[src/rtl/elevator_pkg.sv]
// Shared types and constants for the four-floor elevator controller.
package elevator_pkg;

    typedef enum logic [1:0] {
        ST_IDLE      = 2'd0,
        ST_MOVE_UP   = 2'd1,
        ST_MOVE_DOWN = 2'd2,
        ST_DOOR_OPEN = 2'd3
    } state_e;

    localparam logic [1:0] FLOOR_1 = 2'd0;
    localparam logic [1:0] FLOOR_2 = 2'd1;
    localparam logic [1:0] FLOOR_3 = 2'd2;
    localparam logic [1:0] FLOOR_4 = 2'd3;

    // Active-low segments {g,f,e,d,c,b,a}
    localparam logic [6:0] HEX_1 = 7'b1111001;
    localparam logic [6:0] HEX_2 = 7'b0100100;
    localparam logic [6:0] HEX_3 = 7'b0110000;
    localparam logic [6:0] HEX_4 = 7'b0011001;

    localparam int DEF_MOVE_LIMIT = 50;
    localparam int DEF_DOOR_LIMIT = 100;

    function automatic logic [3:0] upper_mask(input logic [1:0] f);
        logic [3:0] m;
        for (int i = 0; i < 4; i++) m[i] = (i > int'(f));
        return m;
    endfunction

    function automatic logic [3:0] lower_mask(input logic [1:0] f);
        logic [3:0] m;
        for (int i = 0; i < 4; i++) m[i] = (i < int'(f));
        return m;
    endfunction

endpackage

[src/rtl/elevator_fsm_floor_to_hex.sv]
// 2-bit floor index to active-low seven-segment digit "1".."4".
module floor_to_hex
    import elevator_pkg::*;
(
    input  logic [1:0] floor_i,
    output logic [6:0] hex_o
);

    always_comb begin
        hex_o = HEX_1;
        case (floor_i)
            FLOOR_1: hex_o = HEX_1;
            FLOOR_2: hex_o = HEX_2;
            FLOOR_3: hex_o = HEX_3;
            FLOOR_4: hex_o = HEX_4;
            default: hex_o = HEX_1;
        endcase
    end

endmodule

[src/rtl/elevator_fsm.sv]
// Four-floor SCAN elevator: latches hall/cabin calls, moves one floor per
// MOVE_LIMIT cycles, dwells DOOR_LIMIT cycles, shows floor on HEX0.
module elevator_fsm
    import elevator_pkg::*;
#(
    parameter int MOVE_LIMIT = DEF_MOVE_LIMIT,
    parameter int DOOR_LIMIT = DEF_DOOR_LIMIT
) (
    input  logic        CLOCK_50,
    input  logic [17:0] SW,
    input  logic [3:0]  KEY,
    output logic [6:0]  HEX0,
    output logic [8:0]  LEDG,
    output logic [3:0]  LEDR
);

    localparam int MAXL = (MOVE_LIMIT > DOOR_LIMIT) ? MOVE_LIMIT : DOOR_LIMIT;
    localparam int TW   = $clog2(MAXL + 1);
    localparam logic [TW-1:0] MOVE_LAST = TW'(MOVE_LIMIT - 1);
    localparam logic [TW-1:0] DOOR_LAST = TW'(DOOR_LIMIT - 1);

    logic rst_n;
    logic unused_sw;
    assign rst_n     = SW[17];
    assign unused_sw = ^SW[16:4];

    state_e        state_q, state_d;
    logic [1:0]    floor_q, floor_d;
    logic          dir_up_q, dir_up_d;
    logic [3:0]    req_q, req_d;
    logic [TW-1:0] timer_q, timer_d;
    logic          above, below;

    always_ff @(posedge CLOCK_50 or negedge rst_n) begin
        if (!rst_n) begin
            state_q  <= ST_IDLE;
            floor_q  <= FLOOR_1;
            dir_up_q <= 1'b1;
            req_q    <= '0;
            timer_q  <= '0;
        end else begin
            state_q  <= state_d;
            floor_q  <= floor_d;
            dir_up_q <= dir_up_d;
            req_q    <= req_d;
            timer_q  <= timer_d;
        end
    end

    always_comb begin
        state_d  = state_q;
        floor_d  = floor_q;
        dir_up_d = dir_up_q;
        timer_d  = '0;
        above    = |(req_q & upper_mask(floor_q));
        below    = |(req_q & lower_mask(floor_q));
        case (state_q)
            ST_IDLE: begin
                if (req_q[floor_q])           state_d = ST_DOOR_OPEN;
                else if (dir_up_q && above)   state_d = ST_MOVE_UP;
                else if (!dir_up_q && below)  state_d = ST_MOVE_DOWN;
                else if (above) begin
                    dir_up_d = 1'b1;
                    state_d  = ST_MOVE_UP;
                end else if (below) begin
                    dir_up_d = 1'b0;
                    state_d  = ST_MOVE_DOWN;
                end
            end
            ST_MOVE_UP: begin
                if (floor_q == FLOOR_4) begin
                    state_d = ST_IDLE;
                end else if (timer_q == MOVE_LAST) begin
                    floor_d = floor_q + 2'd1;
                    if (req_q[floor_d])                          state_d = ST_DOOR_OPEN;
                    else if (!(|(req_q & upper_mask(floor_d))))  state_d = ST_IDLE;
                end else begin
                    timer_d = timer_q + 1'b1;
                end
            end
            ST_MOVE_DOWN: begin
                if (floor_q == FLOOR_1) begin
                    state_d = ST_IDLE;
                end else if (timer_q == MOVE_LAST) begin
                    floor_d = floor_q - 2'd1;
                    if (req_q[floor_d])                          state_d = ST_DOOR_OPEN;
                    else if (!(|(req_q & lower_mask(floor_d))))  state_d = ST_IDLE;
                end else begin
                    timer_d = timer_q + 1'b1;
                end
            end
            ST_DOOR_OPEN: begin
                if (timer_q == DOOR_LAST) state_d = ST_IDLE;
                else                      timer_d = timer_q + 1'b1;
            end
            default: state_d = ST_IDLE;
        endcase

        // Calls for the floor being served are dropped on arrival and for the whole dwell
        req_d = req_q | SW[3:0] | ~KEY;
        if (state_q == ST_DOOR_OPEN || state_d == ST_DOOR_OPEN) req_d[floor_d] = 1'b0;
    end

    floor_to_hex u_hex (
        .floor_i (floor_q),
        .hex_o   (HEX0)
    );

    assign LEDR = req_q;
    assign LEDG = {|req_q, 4'b0001 << floor_q,
                   state_q == ST_IDLE, state_q == ST_DOOR_OPEN,
                   state_q == ST_MOVE_DOWN, state_q == ST_MOVE_UP};

endmodule

[config.mk]
export PLATFORM = sky130hd
export DESIGN_NAME = elevator_fsm
export DESIGN_NICKNAME = d
export VERILOG_FILES = /design/src/rtl/elevator_pkg.sv /design/src/rtl/elevator_fsm_floor_to_hex.sv /design/src/rtl/elevator_fsm.sv
export SDC_FILE = /design/constraint.sdc
export NUM_CORES = 1
export LEC_CHECK = 0
export ABC_AREA = 1
export CAP_MARGIN = 20
export CORE_AREA = 5 5 74 76
export DETAILED_ROUTE_END_ITERATION = 6
export DIE_AREA = 0 0 79 81
export MAX_ROUTING_LAYER = met4
export PLACE_DENSITY = 0.64
export SYNTH_ARGS = -nofsm -noshare
export SYNTH_HDL_FRONTEND = slang
export SYNTH_SLANG_ARGS = --single-unit
[constraint.sdc]
create_clock -name CLOCK_50 -period 2.45 [get_ports CLOCK_50]
set_input_delay 0.49 -clock CLOCK_50 [delete_from_list [all_inputs] [get_ports CLOCK_50]]
set_output_delay 0.49 -clock CLOCK_50 [all_outputs]
set_load 0.02 [all_outputs]
==> flow_metrics.py <==
metrics = {
    "setup_path": {
        "cp-start-kind": "flip-flop",
        "critPathCaptureType": "output pin",
        "required_ns": 1.96,
        "critPathTopFamily": "buffers and inverters",
        "worstPathCellList": "inv_1, ha_1, clkdlybuf4s50_1",
        "cp_slowest_cell": "clkdlybuf4s50_1",
        "slowest_delay_ns": 0.66,
        "arrival_ns": 1.78,
        "critPathKind": "reg2out",
        "worstPathMaxFanout": 6,
        "cp_num_buf_inv": 2,
    },
    "sta": {
        "fmax_mhz": 441,
        "fin_worst_skew_ns": 0.00600,
        "rsz0062_at_grt": "no",
        "finalHoldViolCount": 0,
        "tightest_slew_ns": 0.708,
        "fin_crit_ns": 2.27,
        "relSlewSlack_pct": 52.7,
        "drv_slew": 0,
        "finalSetupTns_ns": 0,
        "period_share_pct": 92.5,
        "setup_viol": 0,
        "hold_ws_ns": 0.482,
    },
    "floorplan": {
        "rows": 25,
        "start_util_pct": 29.1,
        "die_h_um": 81,
        "ioPinCount": 43,
        "core_area_mm2": 0.00466,
        "fp.dieW_um": 79,
        "dieArea_mm2": 0.00640,
    },
    "synthesis": {
        "synth_cell_type_count": 27,
        "yosysMostFrequentCell": "nand2_1",
        "ys.warnings.count": 0,
        "ys_ff_latch": 16,
        "synthesis.nets": 228,
        "synthFlopType": "dfrtp_1",
        "async_flop_share_pct": 100,
        "yosysTopAreaCell": "dfrtp_1",
        "yosysTopAreaCellShare_pct": 27.6,
        "avgSynthCellArea_um2": 7.07,
        "synthCells": 192,
        "synth_area_mm2": 0.00136,
        "yosys-top-cells-area": "dfrtp_1 28%, nand2_1 14%, ha_1 12%",
        "synth_top_cells_by_count": "52 x nand2_1, 22 x inv_1, 21 x nand3_1",
        "synth-edff-count": 0,
        "yosysSeqAreaShare_pct": 29.6,
    },
    "placed_design": {
        "dpl.hpwl_mm": 2.52,
        "io_buffers": 28,
        "dpl.cell_count": 270,
        "placed_area_mm2": 0.00167,
        "gp_congestion": 0.886,
    },
    "global_route": {
        "grt_overflow": 0,
        "grt_pass1_vias": 1216,
        "grt_pass1_wl_mm": 5.44,
        "antenna_found_initial": 0,
        "grt_util_all_layers_pct": 10.8,
        "grt_max_degree": 17,
    },
    "run_status": {
        "status": "finished clean",
    },
    "power_and_ir_drop": {
        "ir_drop_uv": 513,
        "leakage_nw": 0.852,
        "p_per_area_mw_per_mm2": 895,
    },
    "cells_and_area": {
        "final_net_count": 257,
        "drive_above_1_share_pct": 13.2,
        "fillCellCount": 502,
        "final_area_mm2": 0.00172,
        "stdcell_count": 274,
        "area_growth_pct": 26.6,
        "diodes": 0,
    },
    "route": {
        "wire_per_inst_um": 11.3,
        "ant_nets": 0,
        "vias": 1239,
        "drt_iter0_markers": 67,
        "vias_per_cell": 4.52,
        "wirelength_mm": 3.10,
        "dr.pass1.iters": 4,
        "drc": 0,
    },
    "cts": {
        "cts_root_buf": "clkbuf_8",
        "cts_buffers": 3,
        "cts_max_level": 1,
        "insertion_delay_ns": 0.25,
        "clock_sinks": 16,
        "postCtsSetupRepairBufs": 0,
        "clockBufferDepth": 2,
        "clk_pin_slew_worst_paths_ns": 0.07,
        "cts_resized": 0,
        "ctsHoldBuffers": 0,
        "cts_tree": "built",
    },
    "run": {
        "cap_viol_max_count": 0,
    },
    "min_path": {
        "hold_path_class": "reg2reg",
    },
}
[final cells by class]
class,instances,area (um^2),area share (%)
tap,54,67.6,3.93
clock buffer,4,45.0,2.62
inverter,29,110,6.40
multi-input combinational,141,800,46.5
sequential,16,402,23.4
timing repair buffer,30,295,17.2
[cells in the final DEF (no fill, tap or decap), drive strengths merged, types with 2 or more instances in the layout]
cell type,n
ha,13
dfrtp,15
inv,28
xor2,4
clkdlybuf4s50,28
nand4,4
o21ai,6
nor2,18
buf,2
a21oi,9
nand2,59
nand3b,3
clkbuf,4
nand3,22
[power by group]
| part | internal [mW] | total, mW | switching [mW] |
|---|---|---|---|
| sequential | 0.329 | 0.426 | 0.0970 |
| clock | 0.115 | 0.207 | 0.0916 |
| combinational | 0.353 | 0.907 | 0.554 |
[registers in the layout, indices dropped and copies added (netlist names)]
name      count
floor_q       2
dir_up_q      1
timer_q       7
LEDR          4
state_q       2
[per-layer routing]
layer | wire (um) | track usage (%)
met1 | 1530 | 14.0
met2 | 1400 | 17.2
met4 | 58 | 4.64
met3 | 118 | 1.33
met5 | 0 | -
[stage by stage]
| stage | setup slack (ns) | total power [mW] | util (%) |
|---|---|---|---|
| floorplan | 0.525 | 1.06 | - |
| global placement | 0.488 | 1.33 | 35.9 |
| detailed placement | 0.470 | 1.34 | 35.9 |
| CTS | 0.186 | 1.56 | 36.9 |
| global route | 0.0847 | 1.70 | 36.9 |
| finish | 0.185 | 1.54 | 36.9 |
[final timing paths]
path	start	endpoint	slack, ns	cells after the start
hold reg to reg	dir_up_q$_DFFE_PN1P_	dir_up_q$_DFFE_PN1P_	0.48	2
hold / removal	dir_up_q$_DFFE_PN1P_	dir_up_q$_DFFE_PN1P_	0.48	2
setup reg to reg	floor_q[0]$_DFF_PN0_	LEDR[2]$_DFF_PN0_	0.53	13
min in group asynchronous	SW[17]	state_q[1]$_DFF_PN0_	0.66	1
max in group asynchronous	SW[17]	timer_q[6]$_DFF_PN0_	1.34	1
setup / recovery	state_q[0]$_DFF_PN0_	LEDG[3]	0.18	3
[cells by family after synthesis]
group                      after synthesis  share of synthesized area, %
and+or+nand+nor                        106                          35.7
other                                    1                         0.276
buffers and inverters                   35                          11.5
AOI/OAI and AO/OA                       16                          7.74
xor gates and xnor gates                 5                          3.23
adders and majority gates               13                          12.0
DFF                                     16                          29.6
[worst min-delay path: stages, from the launching register on]
cell,delay [ns]
dfstp_2,0.37
o21ai_0,0.06
nand2_1,0.05
Note: power is estimated with default switching activity, not from simulation.
==> patch 1: new RTL, same flow settings <==
Change the package constant `DEF_DOOR_LIMIT` from 100 to 50.
--- a/src/rtl/elevator_pkg.sv
+++ b/src/rtl/elevator_pkg.sv
@@ -20,7 +20,7 @@
     localparam logic [6:0] HEX_4 = 7'b0011001;
 
     localparam int DEF_MOVE_LIMIT = 50;
-    localparam int DEF_DOOR_LIMIT = 100;
+    localparam int DEF_DOOR_LIMIT = 50;
 
     function automatic logic [3:0] upper_mask(input logic [1:0] f);
         logic [3:0] m;
Function: same outputs for any inputs over 10 cycles, from zero or initial values; that may be too few to reach the edited logic, so the function may still have changed.
==> patch 1 against the original RTL <==
- register-to-register slack about the same
- sequential cell count decreased by 1
- utilization decreased by 0.64 points
- wire length decreased by 3.3%
- total power decreased by 4.8%
- final area decreased by 1.7%
- maximum frequency decreased by 2.7%
- via count decreased by 3.8%
- synthesized area decreased by 3.1%
- first-iteration DRC count increased by 31%
- worst setup slack got worse by 63 ps
- critical path type unchanged
- critical endpoint is now HEX0[3]
==> patch 1: results (changes against the original RTL) <==
[cells_and_area]
drive_gt1_frac=0.170  ; +0.0380
clock_area_frac=0.0289  ; +0.00269
inverters_excl_clock=28  ; -3.4%
multi_input_area_um2=796  ; -0.47%
multi_input_cells=135  ; -4.3%
fillers=485  ; -3.4%
seq_share=0.223  ; -0.0107
fin_cells=266  ; -2.9%
signal_buffer_area_fraction=0.175  ; +0.00305

[critical_path]
reg2reg_to=LEDR[1]$_DFF_PN0_
cp_data_arrival_time_ps=1840  ; +60 ps
worstRegToRegCells=17  ; +4
critPathMaxStageDelay_ps=630  ; -30 ps

[detailed_routing]
drtIter0Drc=88  ; +31%
via_per_inst=4.48  ; -0.90%
wl_met1_um=1440  ; -5.8%
wl_met3_um=163  ; +38%
wl_met2_um=1350  ; -3.1%
routed_wl_um=3000  ; -3.3%

[place]
place_ws_ps=389  ; -80.3 ps
dp.cells=262  ; -3.0%
placedInstanceArea_um2=1640  ; -2.0%
dp_hpwl_um=2490  ; -1.4%
gp_congestion=0.812  ; -8.4%

[outcome]
outcome=finished clean

[synthesis]
async_flop_share=1.00  ; unchanged
syn_nets=219  ; -3.9%
synth_xor_area_frac=0.0200  ; -0.0123
synth_compound_area_frac=0.0809  ; +0.00346
avgSynthCellArea_um2=7.19  ; +1.6%
ys_seq_area_frac=0.286  ; -0.00946
synth_fa_ha_area_frac=0.124  ; +0.00388
synth_seq_cells=15  ; -1
yosys-top-cells-count=51 x nand2_1, 20 x inv_1, 15 x nor2_1
synthTopCellsByArea=dfrtp_1 27%, nand2_1 15%, ha_1 12%
ys_types=28  ; +3.7%

[timing]
worst_pin_slew_ps=719  ; +11.1 ps
clock_skew_ps=0.992  ; -5.01 ps
slew_viol_final=0  ; unchanged
holdWs_ps=518  ; +36.5 ps

[pwr]
p_comb_frac=0.582  ; -0.007
p_seq_uw=402  ; -5.6%
p_int_uw=754  ; -5.4%
power_switching_uw=711  ; -4.2%
p_leak_uw=0.000843  ; -1.1%
ir_drop_mv=0.318  ; -38%

[hold_path]
min_to=timer_q[0]$_DFF_PN0_
min_from=timer_q[0]$_DFF_PN0_

[grt]
grt_max_degree=16  ; -1
grt_pass1_vias=1037  ; -15%
met2_usage=0.156  ; -0.0160
grt_pass1_wl_um=4870  ; -10%
grt_use_met3=0.0255  ; +0.0122

==> patch 1: changes by cell type after synthesis, sizes merged, moves of 2 or more <==
cell	unedited run	this run
nand3	22	18
nand2	59	62
xor2	4	2
nand3b	3	1
a21oi	9	5
==> patch 1: worst max-delay path by stage <==
stage                          from           endpoint  slack [ps]  depth (start not counted)
2_1_floorplan  floor_q[0]$_DFF_PN0_  LEDR[2]$_DFF_PN0_         430                         14
3_3_place_gp   floor_q[0]$_DFF_PN0_            HEX0[0]         420                          4
3_5_place_dp   floor_q[0]$_DFF_PN0_            HEX0[0]         390                          4
4_1_cts        floor_q[0]$_DFF_PN0_            HEX0[0]         100                          4
5_1_grt        floor_q[0]$_DFF_PN0_            HEX0[0]          20                          4
6_report       floor_q[0]$_DFF_PN0_            HEX0[3]         120                          4
==> patch 1: worst max-delay path, delay by kind of cell, from the launching register on <==
| kind | cells | cell delay (ps) |
|---|---|---|
| adder cells (fa/ha/maj) | 1 | 280 |
| buffers and inverters | 3 | 920 |
| flip-flops | 1 | 380 |
==> patch 2: new RTL, config.mk and constraints unchanged <==
Without the edit above. Register the inputs `SW` and `KEY` before use. The logic sees them one clock later.
--- a/src/rtl/elevator_fsm.sv
+++ b/src/rtl/elevator_fsm.sv
@@ -19,10 +19,18 @@
     localparam logic [TW-1:0] MOVE_LAST = TW'(MOVE_LIMIT - 1);
     localparam logic [TW-1:0] DOOR_LAST = TW'(DOOR_LIMIT - 1);
 
+    logic [17:0] SW_q;
+    logic [3:0] KEY_q;
+
+    always_ff @(posedge CLOCK_50) begin
+        SW_q  <= SW;
+        KEY_q <= KEY;
+    end
+
     logic rst_n;
     logic unused_sw;
-    assign rst_n     = SW[17];
-    assign unused_sw = ^SW[16:4];
+    assign rst_n     = SW_q[17];
+    assign unused_sw = ^SW_q[16:4];
 
     state_e        state_q, state_d;
     logic [1:0]    floor_q, floor_d;
@@ -97,7 +105,7 @@
         endcase
 
         // Calls for the floor being served are dropped on arrival and for the whole dwell
-        req_d = req_q | SW[3:0] | ~KEY;
+        req_d = req_q | SW_q[3:0] | ~KEY_q;
         if (state_q == ST_DOOR_OPEN || state_d == ST_DOOR_OPEN) req_d[floor_d] = 1'b0;
     end
 
Formal check against the unedited RTL: not equivalent (a bounded check fails within 4 cycles, from zero or initial values).
==> patch 2 against the original RTL <==
- worst setup slack got worse by 83 ps
- clock skew fell by 4.3 ps
- wire length rose by 1.4%
- synthesized cell count is 4.7% higher
- sequential cell count grew 9
- total power is 13% higher
- final area rose by 10%
- hold slack got worse by 220 ps
- synthesized area up 13%
- largest cell class unchanged
- highest routed layer unchanged
==> patch 2: results (changes against the original RTL) <==
[detailed_routing]
wl_met2_um=1470  ; +5.4%
wl_per_cell_um=11.2  ; -1.5%
drtIter0Drc=76  ; +13%
wl_met1_um=1500  ; -1.5%
via_per_inst=4.52  ; about the same
wl_met3_um=115  ; -2.5%

[grt]
grt_pass1_wl_um=5570  ; +2.4%
track_usage=0.110  ; +0.00200
met1_usage=0.129  ; -0.0104
grt_use_met3=0.0111  ; -0.00222
met2_usage=0.193  ; +0.0210

[outcome]
outcome=finished clean

[cells_and_area]
multi_input_area_share=0.422  ; -0.0433
seq_share=0.308  ; +0.0740
signal_buffer_area_fraction=0.153  ; -0.0186
clock_area_frac=0.0238  ; -0.00244
drive_gt1_frac=0.127  ; -0.00463
flops_and_latches=25  ; +9
nNetsFinal=265  ; +3.1%

[pwr]
ir_drop_mv=0.322  ; -37%
p_leak_uw=0.000921  ; +8.0%

[critical_path]
critPathMaxStageDelay_ps=610  ; -50 ps
cp_data_arrival_time_ps=1860  ; +80 ps

[synthesis]
async_flop_share=0.640  ; -0.360
syn_nets=237  ; +3.9%
ys_seq_area_frac=0.378  ; +0.0825

[timing]
worst_pin_slew_ps=681  ; -26.8 ps
clock_skew_ps=1.70  ; -4.30 ps

[hold_path]
hold_class=reg -> async

[place]
dp_hpwl_um=2550  ; +1.0%
gp_congestion=0.849  ; -4.2%

-- patch 2: cell count changes after synthesis, sizes merged --
cell	change
dfxtp	+9
-- patch 2: per-stage QoR --
| step | setup WS [ps] | instance area, µm² | util | total power [µW] | cells |
|---|---|---|---|---|---|
| after floorplan | 525 | 1540 | - | 1230 | 201 |
| after detailed placement | 321 | 1850 | 0.396 | 1520 | 278 |
| final | 102 | 1900 | 0.407 | 1730 | 282 |
| after global routing | 4.59 | 1900 | 0.407 | 1890 | 282 |
| after global placement | 343 | 1850 | 0.396 | 1510 | 278 |
| after CTS | 20.5 | 1890 | 0.406 | 1760 | 282 |
-- patch 2: logic make-up after synthesis --
logic type                 share of synthesized area
DFF                                            0.378
other                                        0.00244
adders and majority gates                      0.106
and+or+nand+nor                                0.315
xor gates and xnor gates                      0.0285
AOI/OAI and AO/OA                             0.0684
buffers and inverters                          0.102
-- patch 2: power breakdown --
part / total, µW / switching (µW) / internal [µW]
Clock: 235 / 119 / 116
Sequential: 592 / 106 / 486
Combinational: 907 / 550 / 357
-- patch 2: final timing paths --
| path | to | cells past startpoint | startpoint | slack (ps) |
|---|---|---|---|---|
| setup / recovery | HEX0[3] | 4 | floor_q[1]$_DFF_PN0_ | 100 |
| hold / removal | timer_q[4]$_DFF_PN0_ | 0 | SW_q[17]$_DFF_P_ | 260 |
| setup reg to reg | LEDR[2]$_DFF_PN0_ | 13 | floor_q[1]$_DFF_PN0_ | 500 |
| hold reg to reg | timer_q[4]$_DFF_PN0_ | 0 | SW_q[17]$_DFF_P_ | 260 |
| max in group asynchronous | floor_q[1]$_DFF_PN0_ | 0 | SW_q[17]$_DFF_P_ | 1710 |
| min in group CLOCK_50 | dir_up_q$_DFFE_PN1P_ | 2 | dir_up_q$_DFFE_PN1P_ | 490 |
